--- config.mk ---
export PLATFORM = sky130hd
export DESIGN_NAME = hcsr04_echo_emulator_flat
export DESIGN_NICKNAME = d
export VERILOG_FILES = /design/src/rtl/hcsr04_echo_emulator_if.sv /design/src/rtl/hcsr04_echo_emulator.sv /design/src/flat_wrapper.sv
export SDC_FILE = /design/constraint.sdc
export NUM_CORES = 1
export LEC_CHECK = 0
export ABC_AREA = 1
export BUFFER_PORTS_ARGS = -buffer_cell sky130_fd_sc_hd__buf_2
export CORE_ASPECT_RATIO = 1.2
export CORE_MARGIN = 4
export CORE_UTILIZATION = 55
export CTS_CLUSTER_DIAMETER = 200
export DETAILED_ROUTE_END_ITERATION = 6
export GPL_TIMING_DRIVEN = 0
export PLACE_DENSITY = 0.77
export SLEW_MARGIN = 20
export SYNTH_ARGS = -nofsm -noshare
export SYNTH_HDL_FRONTEND = slang
export SYNTH_SLANG_ARGS = --single-unit
export TNS_END_PERCENT = 10
--- constraint.sdc ---
create_clock -name clk -period 2.55 [get_ports clk]
set_clock_uncertainty 0.15 [all_clocks]
set_input_delay 0.51 -clock clk [delete_from_list [all_inputs] [get_ports clk]]
set_output_delay 0.51 -clock clk [all_outputs]
set_load 0.03 [all_outputs]
--- src/rtl/hcsr04_echo_emulator_if.sv ---
// ---------------------------------------------------------------------------
// hcsr04_echo_emulator_if
//
// Purpose: bundles the sensor-side signals exchanged between a distance
// measurement block and the HC-SR04 echo emulator.
//
// Signals:
//   trigger  - trigger pulse from the measurement block (asynchronous)
//   echo_len - requested echo width in clock cycles
//   echo     - echo pulse returned to the measurement block
//   trig_ok  - one-cycle pulse when a trigger is accepted
//   done     - one-cycle pulse on the echo falling edge
//   busy     - emulator is not idle
//
// Modports:
//   master - the measurement block (drives trigger/echo_len)
//   slave  - the emulator (drives echo/trig_ok/done/busy)
// ---------------------------------------------------------------------------
interface hcsr04_echo_emulator_if;
  logic        trigger;
  logic [31:0] echo_len;
  logic        echo;
  logic        trig_ok;
  logic        done;
  logic        busy;

  modport master (
    output trigger,
    output echo_len,
    input  echo,
    input  trig_ok,
    input  done,
    input  busy
  );

  modport slave (
    input  trigger,
    input  echo_len,
    output echo,
    output trig_ok,
    output done,
    output busy
  );
endinterface

--- src/rtl/hcsr04_echo_emulator.sv ---
// ---------------------------------------------------------------------------
// hcsr04_echo_emulator
//
// Purpose: device-side model of the HC-SR04 ultrasonic sensor. A trigger of
// sufficient width is answered, after the burst delay, with an echo pulse of
// the programmed length (clamped to the no-object timeout). An optional
// hold-off period follows each echo before a new trigger is accepted.
//
// Ports:
//   clk    - single clock
//   rst    - asynchronous, active-high reset
//   sensor - hcsr04_echo_emulator_if.slave (trigger, echo_len in;
//            echo, trig_ok, done, busy out, all registered)
//
// Configuration macro:
//   HCSR04_HOLDOFF_EN - when defined, a HOLDOFF state of HOLDOFF_CYC cycles
//                       follows every echo. When undefined, ECHO returns
//                       straight to IDLE and HOLDOFF_CYC is unused.
// ---------------------------------------------------------------------------
module hcsr04_echo_emulator #(
  parameter int unsigned TRIG_MIN_CYC  = 500,
  parameter int unsigned BURST_DLY_CYC = 10000,
  parameter int unsigned TIMEOUT_CYC   = 1900000,
  parameter int unsigned HOLDOFF_CYC   = 3000000
) (
  input logic                   clk,
  input logic                   rst,
  hcsr04_echo_emulator_if.slave sensor
);

  localparam logic [31:0] TRIG_MIN  = TRIG_MIN_CYC;
  localparam logic [31:0] BURST_DLY = BURST_DLY_CYC;
  localparam logic [31:0] TIMEOUT   = TIMEOUT_CYC;

  // Every count parameter must be at least 1; a zero would make a state
  // complete on the wrong cycle, so refuse to elaborate instead.
  generate
    if (TRIG_MIN_CYC == 0 || BURST_DLY_CYC == 0 || TIMEOUT_CYC == 0 ||
        HOLDOFF_CYC == 0) begin : g_param_check
      $error("hcsr04_echo_emulator: all cycle parameters must be >= 1");
    end
  endgenerate

`ifdef HCSR04_HOLDOFF_EN
  localparam logic [31:0] HOLDOFF = HOLDOFF_CYC;

  typedef enum logic [2:0] {
    IDLE,
    TRIG_HI,
    BURST,
    ECHO,
    HOLDOFF_ST
  } state_t;
`else
  typedef enum logic [2:0] {
    IDLE,
    TRIG_HI,
    BURST,
    ECHO
  } state_t;
`endif

  state_t      state;
  state_t      state_next;
  logic        trig_m;
  logic        trig_s;
  logic        trig_q;
  logic [31:0] cnt;
  logic [31:0] cnt_next;
  logic [31:0] len;
  logic [31:0] len_next;
  logic [31:0] eff_len;
  logic        echo_r;
  logic        echo_next;
  logic        trig_ok_r;
  logic        trig_ok_next;
  logic        done_r;
  logic        done_next;
  logic        busy_r;
  logic        busy_next;

  // Two-flop synchronizer for the asynchronous trigger, plus one more stage
  // (trig_q) so the IDLE state can detect a genuine rising edge.
  always_ff @(posedge clk or posedge rst) begin
    if (rst) begin
      trig_m <= 1'b0;
      trig_s <= 1'b0;
      trig_q <= 1'b0;
    end else begin
      trig_m <= sensor.trigger;
      trig_s <= trig_m;
      trig_q <= trig_s;
    end
  end

  // A zero request or one beyond the sensor's range both produce the
  // no-object pulse.
  always_comb begin
    eff_len = sensor.echo_len;
    if ((sensor.echo_len == 32'd0) || (sensor.echo_len > TIMEOUT)) begin
      eff_len = TIMEOUT;
    end
  end

  // Next-state logic. The shared counter always holds the index of the
  // current cycle within a state (starting at 1), so a state lasting N
  // cycles ends on the edge where the counter reads N. Outputs are computed
  // here as next values and registered below, which keeps every output
  // free of combinational input paths.
  always_comb begin
    state_next   = state;
    cnt_next     = cnt;
    len_next     = len;
    echo_next    = echo_r;
    trig_ok_next = 1'b0;
    done_next    = 1'b0;

    unique case (state)
      IDLE: begin
        if (trig_s && !trig_q) begin
          state_next = TRIG_HI;
          cnt_next   = 32'd1;
        end
      end

      TRIG_HI: begin
        if (trig_s) begin
          // Saturate so arbitrarily long triggers cannot wrap the counter.
          if (cnt < TRIG_MIN) begin
            cnt_next = cnt + 32'd1;
          end
        end else if (cnt >= TRIG_MIN) begin
          state_next   = BURST;
          cnt_next     = 32'd1;
          len_next     = eff_len;
          trig_ok_next = 1'b1;
        end else begin
          state_next = IDLE;
          cnt_next   = 32'd0;
        end
      end

      BURST: begin
        if (cnt >= BURST_DLY) begin
          state_next = ECHO;
          cnt_next   = 32'd1;
          echo_next  = 1'b1;
        end else begin
          cnt_next = cnt + 32'd1;
        end
      end

      ECHO: begin
        if (cnt >= len) begin
          echo_next = 1'b0;
          done_next = 1'b1;
`ifdef HCSR04_HOLDOFF_EN
          state_next = HOLDOFF_ST;
          cnt_next   = 32'd1;
`else
          state_next = IDLE;
          cnt_next   = 32'd0;
`endif
        end else begin
          cnt_next = cnt + 32'd1;
        end
      end

`ifdef HCSR04_HOLDOFF_EN
      HOLDOFF_ST: begin
        if (cnt >= HOLDOFF) begin
          state_next = IDLE;
          cnt_next   = 32'd0;
        end else begin
          cnt_next = cnt + 32'd1;
        end
      end
`endif

      default: begin
        state_next = IDLE;
        cnt_next   = 32'd0;
        echo_next  = 1'b0;
      end
    endcase

    busy_next = (state_next != IDLE);
  end

  // State, counter, latched length and registered outputs. Reset clears
  // everything at once, which drops an echo in flight immediately.
  always_ff @(posedge clk or posedge rst) begin
    if (rst) begin
      state     <= IDLE;
      cnt       <= 32'd0;
      len       <= 32'd0;
      echo_r    <= 1'b0;
      trig_ok_r <= 1'b0;
      done_r    <= 1'b0;
      busy_r    <= 1'b0;
    end else begin
      state     <= state_next;
      cnt       <= cnt_next;
      len       <= len_next;
      echo_r    <= echo_next;
      trig_ok_r <= trig_ok_next;
      done_r    <= done_next;
      busy_r    <= busy_next;
    end
  end

  assign sensor.echo    = echo_r;
  assign sensor.trig_ok = trig_ok_r;
  assign sensor.done    = done_r;
  assign sensor.busy    = busy_r;

endmodule

--- src/flat_wrapper.sv ---
// flat-port wrapper written by rule: the top's interface ports become plain ports
module hcsr04_echo_emulator_flat 
#(
  parameter int unsigned TRIG_MIN_CYC  = 500,
  parameter int unsigned BURST_DLY_CYC = 10000,
  parameter int unsigned TIMEOUT_CYC   = 1900000,
  parameter int unsigned HOLDOFF_CYC   = 3000000
)
  (clk, rst, sensor_trigger, sensor_echo_len, sensor_echo, sensor_trig_ok, sensor_done, sensor_busy);
  hcsr04_echo_emulator_if sensor_i ();
  input logic clk;
  input logic rst;
  input wire logic [$bits(sensor_i.trigger)-1:0] sensor_trigger;
  input wire logic [$bits(sensor_i.echo_len)-1:0] sensor_echo_len;
  output wire logic [$bits(sensor_i.echo)-1:0] sensor_echo;
  output wire logic [$bits(sensor_i.trig_ok)-1:0] sensor_trig_ok;
  output wire logic [$bits(sensor_i.done)-1:0] sensor_done;
  output wire logic [$bits(sensor_i.busy)-1:0] sensor_busy;
  assign sensor_i.trigger = sensor_trigger;
  assign sensor_i.echo_len = sensor_echo_len;
  assign sensor_echo = sensor_i.echo;
  assign sensor_trig_ok = sensor_i.trig_ok;
  assign sensor_done = sensor_i.done;
  assign sensor_busy = sensor_i.busy;
  hcsr04_echo_emulator #(.TRIG_MIN_CYC(TRIG_MIN_CYC), .BURST_DLY_CYC(BURST_DLY_CYC), .TIMEOUT_CYC(TIMEOUT_CYC), .HOLDOFF_CYC(HOLDOFF_CYC)) u_core (.clk(clk), .rst(rst), .sensor(sensor_i));
endmodule
==> flow_summary.yaml, run 1 <==
drt:
  vias: 4482
  first_iter_violations: 216
  post_drt_wl_per_cell_um: 14.52
  drc: 0
  viasPerCell: 5.254
  dr.pass1.iters: 5
  wirelength_um: 12390
  detail-route-antenna-nets: 0
timing:
  finalCriticalPeriod_ns: 2.354
  worst_pin_slew_ns: 0.5290
  relSlewSlack: 0.6454
  fin_hold_ws_ns: 0.01355
  grt_setup_unrepaired: "no"
  worst_slack_ns: 0.1958
  finalHoldViolations: 0
  fin_crit_sh: 0.9232
  fmax_ghz: 0.4248
  setup_violations: 0
  final-max-slew-violation-count: 0
clock_network:
  h-tree-depth: 3
  clock-root-buffer: "clkbuf_8"
  cts_sinks: 74
  cts-buffers-inserted: 9
  clock_latency_ns: 0.36
  cts_hold_buffers: 0
  cts_tree: "done"
  clock_path_buffers: 2
  clk_pin_slew_worst_paths_ns: 0.07
grt:
  grt_first_pass_wirelength_um: 20600
  grt_use_total: 0.2489
  antenna_found_initial: 0
  grt_pass1_vias: 4451
  overflow: 0
  grt_max_degree: 40
synth:
  postSynthAreaPerCell_sq_um: 7.327
  yosys.area.top_type: "dfrtp_1"
  yosys-top-cells-area: "dfrtp_1, nand2_1, ha_1"
  syn_area_sq_mm: 0.004997
  synth-async-reset-ratio: 1.000
  synth_most_common_cell: "nand2_1"
  netlist.area_leader.share: 0.3706
  synth.ff_latch_count: 74
  synth_nets: 751
  syn_inst: 682
  synth-edff-count: 0
  yosys-top-cells-count: "nand2_1, inv_1, dfrtp_1, nor2_1, nand3_1"
  synth_cell_types: 39
  yosysSeqAreaShare: 0.3706
  yosysWarnings: 0
  synthFlopType: "dfrtp_1"
die:
  die_h_um: 112.4
  ioPinCount: 39
  coreArea_sq_mm: 0.008703
  die_x_um: 95.02
  die_area_sq_mm: 0.01068
  row_count: 37
  initial_core_util: 0.5742
final_layout:
  area_delta_synth_final_pct: 10.99
  final_util: 0.6373
  final_cell_count_no_fill: 853
  finalInstanceArea_sq_mm: 0.005547
  drive_gt1_frac: 0.1440
  fin_nets: 802
  diodes: 0
setup_path:
  startpoint_type: "register"
  cp.arrival_ns: 2.45
  critPathLaunch: "u_core.cnt[29]"
  critPathKind: "register to register"
  crit_path_end: "u_core.cnt[2]"
  cpPeakStageDelay_ns: 0.46
  r2r-end: "u_core.cnt[2]"
  crit_chain: "ha_1 -> nand2_1 -> nor2_1 -> nand4_1 -> nor2_2 -> nand2_2 -> nand3_1 -> nand3_4 -> nand3_1 -> nand2_1"
  critPathCaptureType: "register"
  rr_worst_depth: 10
  r2r_start: "u_core.cnt[29]"
  cp_slowest_cell: "dfrtp_2"
  critPathMaxFanout: 8
  rrSetupSlack_ns: 0.20
  crit_required_ns: 2.65
power:
  ir_drop_mv: 0.3271
  power_density_mw_per_mm2: 375.8
  p_leak_nw: 2.955
place:
  placed_cells: 838
  place_congestion: 0.9549
  io_buffers: 38
  dp_hpwl_um: 9813
  pre_cts_slack_ns: -0.03602
  place_area_sq_mm: 0.005356
hold_path:
  hold_class: "primary input to async pin"
outcome:
  status: "completed"
flow_run:
  maxCapViolations: 0
[worst max-delay path: cells and delay by family (launching register included)]
kind	cells	cell delay, ns
simple gates	9	1.31
flops	1	0.46
fa+ha+maj	1	0.32
[area by class of cell]
class / instances / area (sq um)
buffer: 15 / 96.34
clock buffer: 14 / 152.6
fill: 850 / 3157
inverter: 104 / 395.4
multi-input combinational: 489 / 2683
sequential: 74 / 1856
tap: 117 / 146.4
timing repair buffer: 40 / 217.7
[sequential cells by signal, indices dropped and copies added, names as in the netlist]
register and cells:
u_core.cnt 32, u_core.len 32, u_core.sensor.busy 1, u_core.sensor.done 1, u_core.sensor.echo 1, u_core.sensor.trig_ok 1
u_core.state 3, u_core.trig_m 1, u_core.trig_q 1, u_core.trig_s 1
[report_power, final]
group | internal, W | switching (W)
Sequential | 0.00118 | 0.00000603
Combinational | 0.0000417 | 0.0000783
Clock | 0.000371 | 0.000408
[worst min path at each step]
stage	start	end	slack (ns)	depth (start not counted)
floorplan	u_core.trig_m	u_core.trig_s	0.18	0
global placement	u_core.trig_m	u_core.trig_s	0.19	0
detailed placement	u_core.trig_m	u_core.trig_s	0.19	0
CTS	rst	u_core.len[23]	0.03	2
global route	rst	u_core.len[23]	0.05	2
finish	rst	u_core.len[23]	0.01	2
[cells in the final DEF (no fill, tap or decap), drive strengths merged, types with 18 or more instances in the layout]
cell type	instances
nand3	42
nor2	70
ha	34
inv	104
nand2	205
buf	52
nor3	22
dfrtp	74
nand4	18
o21ai	27
[kinds of logic after synthesis]
family / after synthesis / share of synthesized area
AO/OA/AOI/OAI: 66 / 0.08638
flip-flops: 74 / 0.3706
XOR/XNOR: 20 / 0.03505
buffers and inverters: 119 / 0.09790
other: 1 / 0.0007504
AND/OR/NAND/NOR: 368 / 0.3242
adder cells (fa/ha/maj): 34 / 0.08513
[stage by stage]
step           setup TNS (ns)  power, W
3_3_place_gp           -62.43  0.001319
3_5_place_dp         -0.03818  0.001328
4_1_cts                     0  0.002100
5_1_grt                     0  0.002165
6_report                    0  0.002084
2_1_floorplan               0  0.001269
[metal layers]
metal | track usage | vias to the layer above | wire [um]
li1 | - | 2274 | -
met3 | 0.03887 | 18 | 351
met1 | 0.3009 | 2108 | 5284
met4 | 0.08951 | 0 | 231
met5 | 0 | - | 0
met2 | 0.4412 | 82 | 6519
[what timing repair did]
action	in CTS	in global routing
pin swaps	0	2
setup endpoints to repair	6	24
buffers inserted	0	1
resized for setup	1	9
gates cloned	0	0
Power figures use the tool's default switching activity.
==> inputs of run 2 (changes only) <==
- CORE_UTILIZATION: 55 -> 57
- CTS_BUF_LIST: not set -> sky130_fd_sc_hd__clkbuf_8
- PLACE_DENSITY: 0.77 -> 0.79
==> flow_summary.yaml, run 2 (synthesized netlist as in run 1, its figures left out) <==
drt:
  detail-route-antenna-nets: 0
  vias: 4528
  viasPerCell: 5.315
  dr.pass1.iters: 5
  wirelength_um: 12160
  drc: 0
  post_drt_wl_per_cell_um: 14.27
  first_iter_violations: 257
setup_path:
  critPathCaptureType: "register"
  cp.arrival_ns: 2.48
  crit_family: "simple AND/OR/NAND/NOR gates"
  crit_chain: "ha_1 -> nand2_1 -> nor2_1 -> nand4_1 -> nor2_1 -> nand2_2 -> nand2_2 -> inv_1 -> clkbuf_4 -> nand3_1 -> o211ai_2"
  critPathMaxFanout: 10
  crit_required_ns: 2.63
  critPathKind: "register to register"
  path_buf_inv: 2
  startpoint_type: "register"
  cpPeakStageDelay_ns: 0.46
  cp_slowest_cell: "dfrtp_1"
clock_network:
  h-tree-depth: 3
  cts_tree: "done"
  clock_latency_ns: 0.35
  cts_hold_buffers: 0
  clock-root-buffer: "clkbuf_8"
  clock_path_buffers: 2
  cts_sinks: 74
  clk_pin_slew_worst_paths_ns: 0.07
  cts-buffers-inserted: 9
place:
  place_congestion: 0.9538
  pre_cts_slack_ns: 0.006908
  placed_cells: 838
  dp_hpwl_um: 9631
  io_buffers: 38
timing:
  finalCriticalPeriod_ns: 2.407
  relSlewSlack: 0.6555
  grt_setup_unrepaired: "no"
  tns_ns: 0
  setup_violations: 0
  fmax_ghz: 0.4155
  final-max-slew-violation-count: 0
  finalHoldViolations: 0
  fin_crit_sh: 0.9437
  worst_pin_slew_ns: 0.5139
  worst_slack_ns: 0.1435
  fin_hold_ws_ns: 0.02873
hold_path:
  hold_class: "primary input to async pin"
power:
  pwr-share-clk: 0.367
  ir_drop_mv: 0.2889
  power_frac_comb: 0.058
  power_density_mw_per_mm2: 372.9
  p_int_w: 0.001576
  netSwitchingPower_w: 0.0004868
  swShare: 0.2359
  p_leak_nw: 2.969
  p_seq_frac: 0.575
final_layout:
  drive_gt1_frac: 0.1415
  final_cell_count_no_fill: 852
  largestRegisters: "u_core.cnt x32, u_core.len x32, u_core.state x3"
  final_util: 0.6460
  final_common_cell: "nand2_1"
  fillCellCount: 788
  diodes: 0
  area_delta_synth_final_pct: 10.72
  fin_nets: 801
  layout_common_cells: "nand2_1, inv_1, dfrtp_1"
grt:
  grt_max_degree: 39
  antenna_found_initial: 0
  grt_pass1_vias: 4555
  grt_use_total: 0.2481
  overflow: 0
  grt_first_pass_wirelength_um: 20410
outcome:
  status: "completed"
die:
  coreArea_sq_mm: 0.008564
  die_area_sq_mm: 0.01034
  row_count: 37
  initial_core_util: 0.5835
  ioPinCount: 39
  die_x_um: 93.48
  die_h_um: 110.6
flow_run:
  maxCapViolations: 0
==> run 2: cell count changes in the layout (fill, tap and decap cells not counted), sizes merged <==
cell,before,now
buf,52,50
clkbuf,17,14
inv,104,108
==> run 2: path summary, 6_finish.rpt <==
| path | startpoint | end | slack [ns] | cells past startpoint |
|---|---|---|---|---|
| hold reg to reg | u_core.trig_m | u_core.trig_s | 0.20 | 0 |
| setup / recovery | u_core.cnt[29] | u_core.cnt[11] | 0.14 | 11 |
| setup reg to reg | u_core.cnt[29] | u_core.cnt[11] | 0.14 | 11 |
| max in group asynchronous | rst | u_core.cnt[0] | 1.64 | 3 |
| min in group clk | sensor_trigger | u_core.trig_m | 0.11 | 1 |
| hold / removal | rst | u_core.len[21] | 0.03 | 2 |
==> run 2: timing repair <==
item                                    in CTS  in global routing
buffers inserted                             0                  0
cloned                                       0                  0
gates resized for setup                      1                  8
endpoints found under the setup margin       1                 28
==> run 2: final cells by class <==
type                    count  area (sq um)  area share
plain buffers              15         98.84     0.01787
well taps                 117         146.4     0.02646
inverters                 104         395.4     0.07146
clock buffers              10         137.6     0.02488
flip-flops and latches     74          1856      0.3354
clock inverters             4         15.01    0.002714
multi-input cells         489          2674      0.4833
repair buffers             39         210.2     0.03799
==> run 2: power groups by stage <==
| stage | combinational (W) | sequential, W | clock, W |
|---|---|---|---|
| 2_1_floorplan | 0.0000610 | 0.00121 | 0 |
| 3_3_place_gp | 0.000112 | 0.00121 | 0 |
| 3_5_place_dp | 0.000120 | 0.00121 | 0 |
| 4_1_cts | 0.000121 | 0.00119 | 0.000784 |
| 5_1_grt | 0.000134 | 0.00119 | 0.000835 |
| 6_report | 0.000119 | 0.00119 | 0.000758 |
==> run 2: routing by layer <==
layer / global-route usage / wire length (um) / vias to the layer above
met4: 0.09482 / 260 / 0
met3: 0.03883 / 469 / 21
met1: 0.3078 / 5085 / 2115
met2: 0.4275 / 6341 / 111
met5: 0 / 0 / -
li1: - / - / 2281
==> run 2: per-stage QoR <==
stage                     instance area [sq um]  total power (W)
after floorplan                            4997         0.001269
after global placement                     5334         0.001320
after detailed placement                   5356         0.001328
after CTS                                  5514         0.002090
after global routing                       5533         0.002155
final                                      5533         0.002063
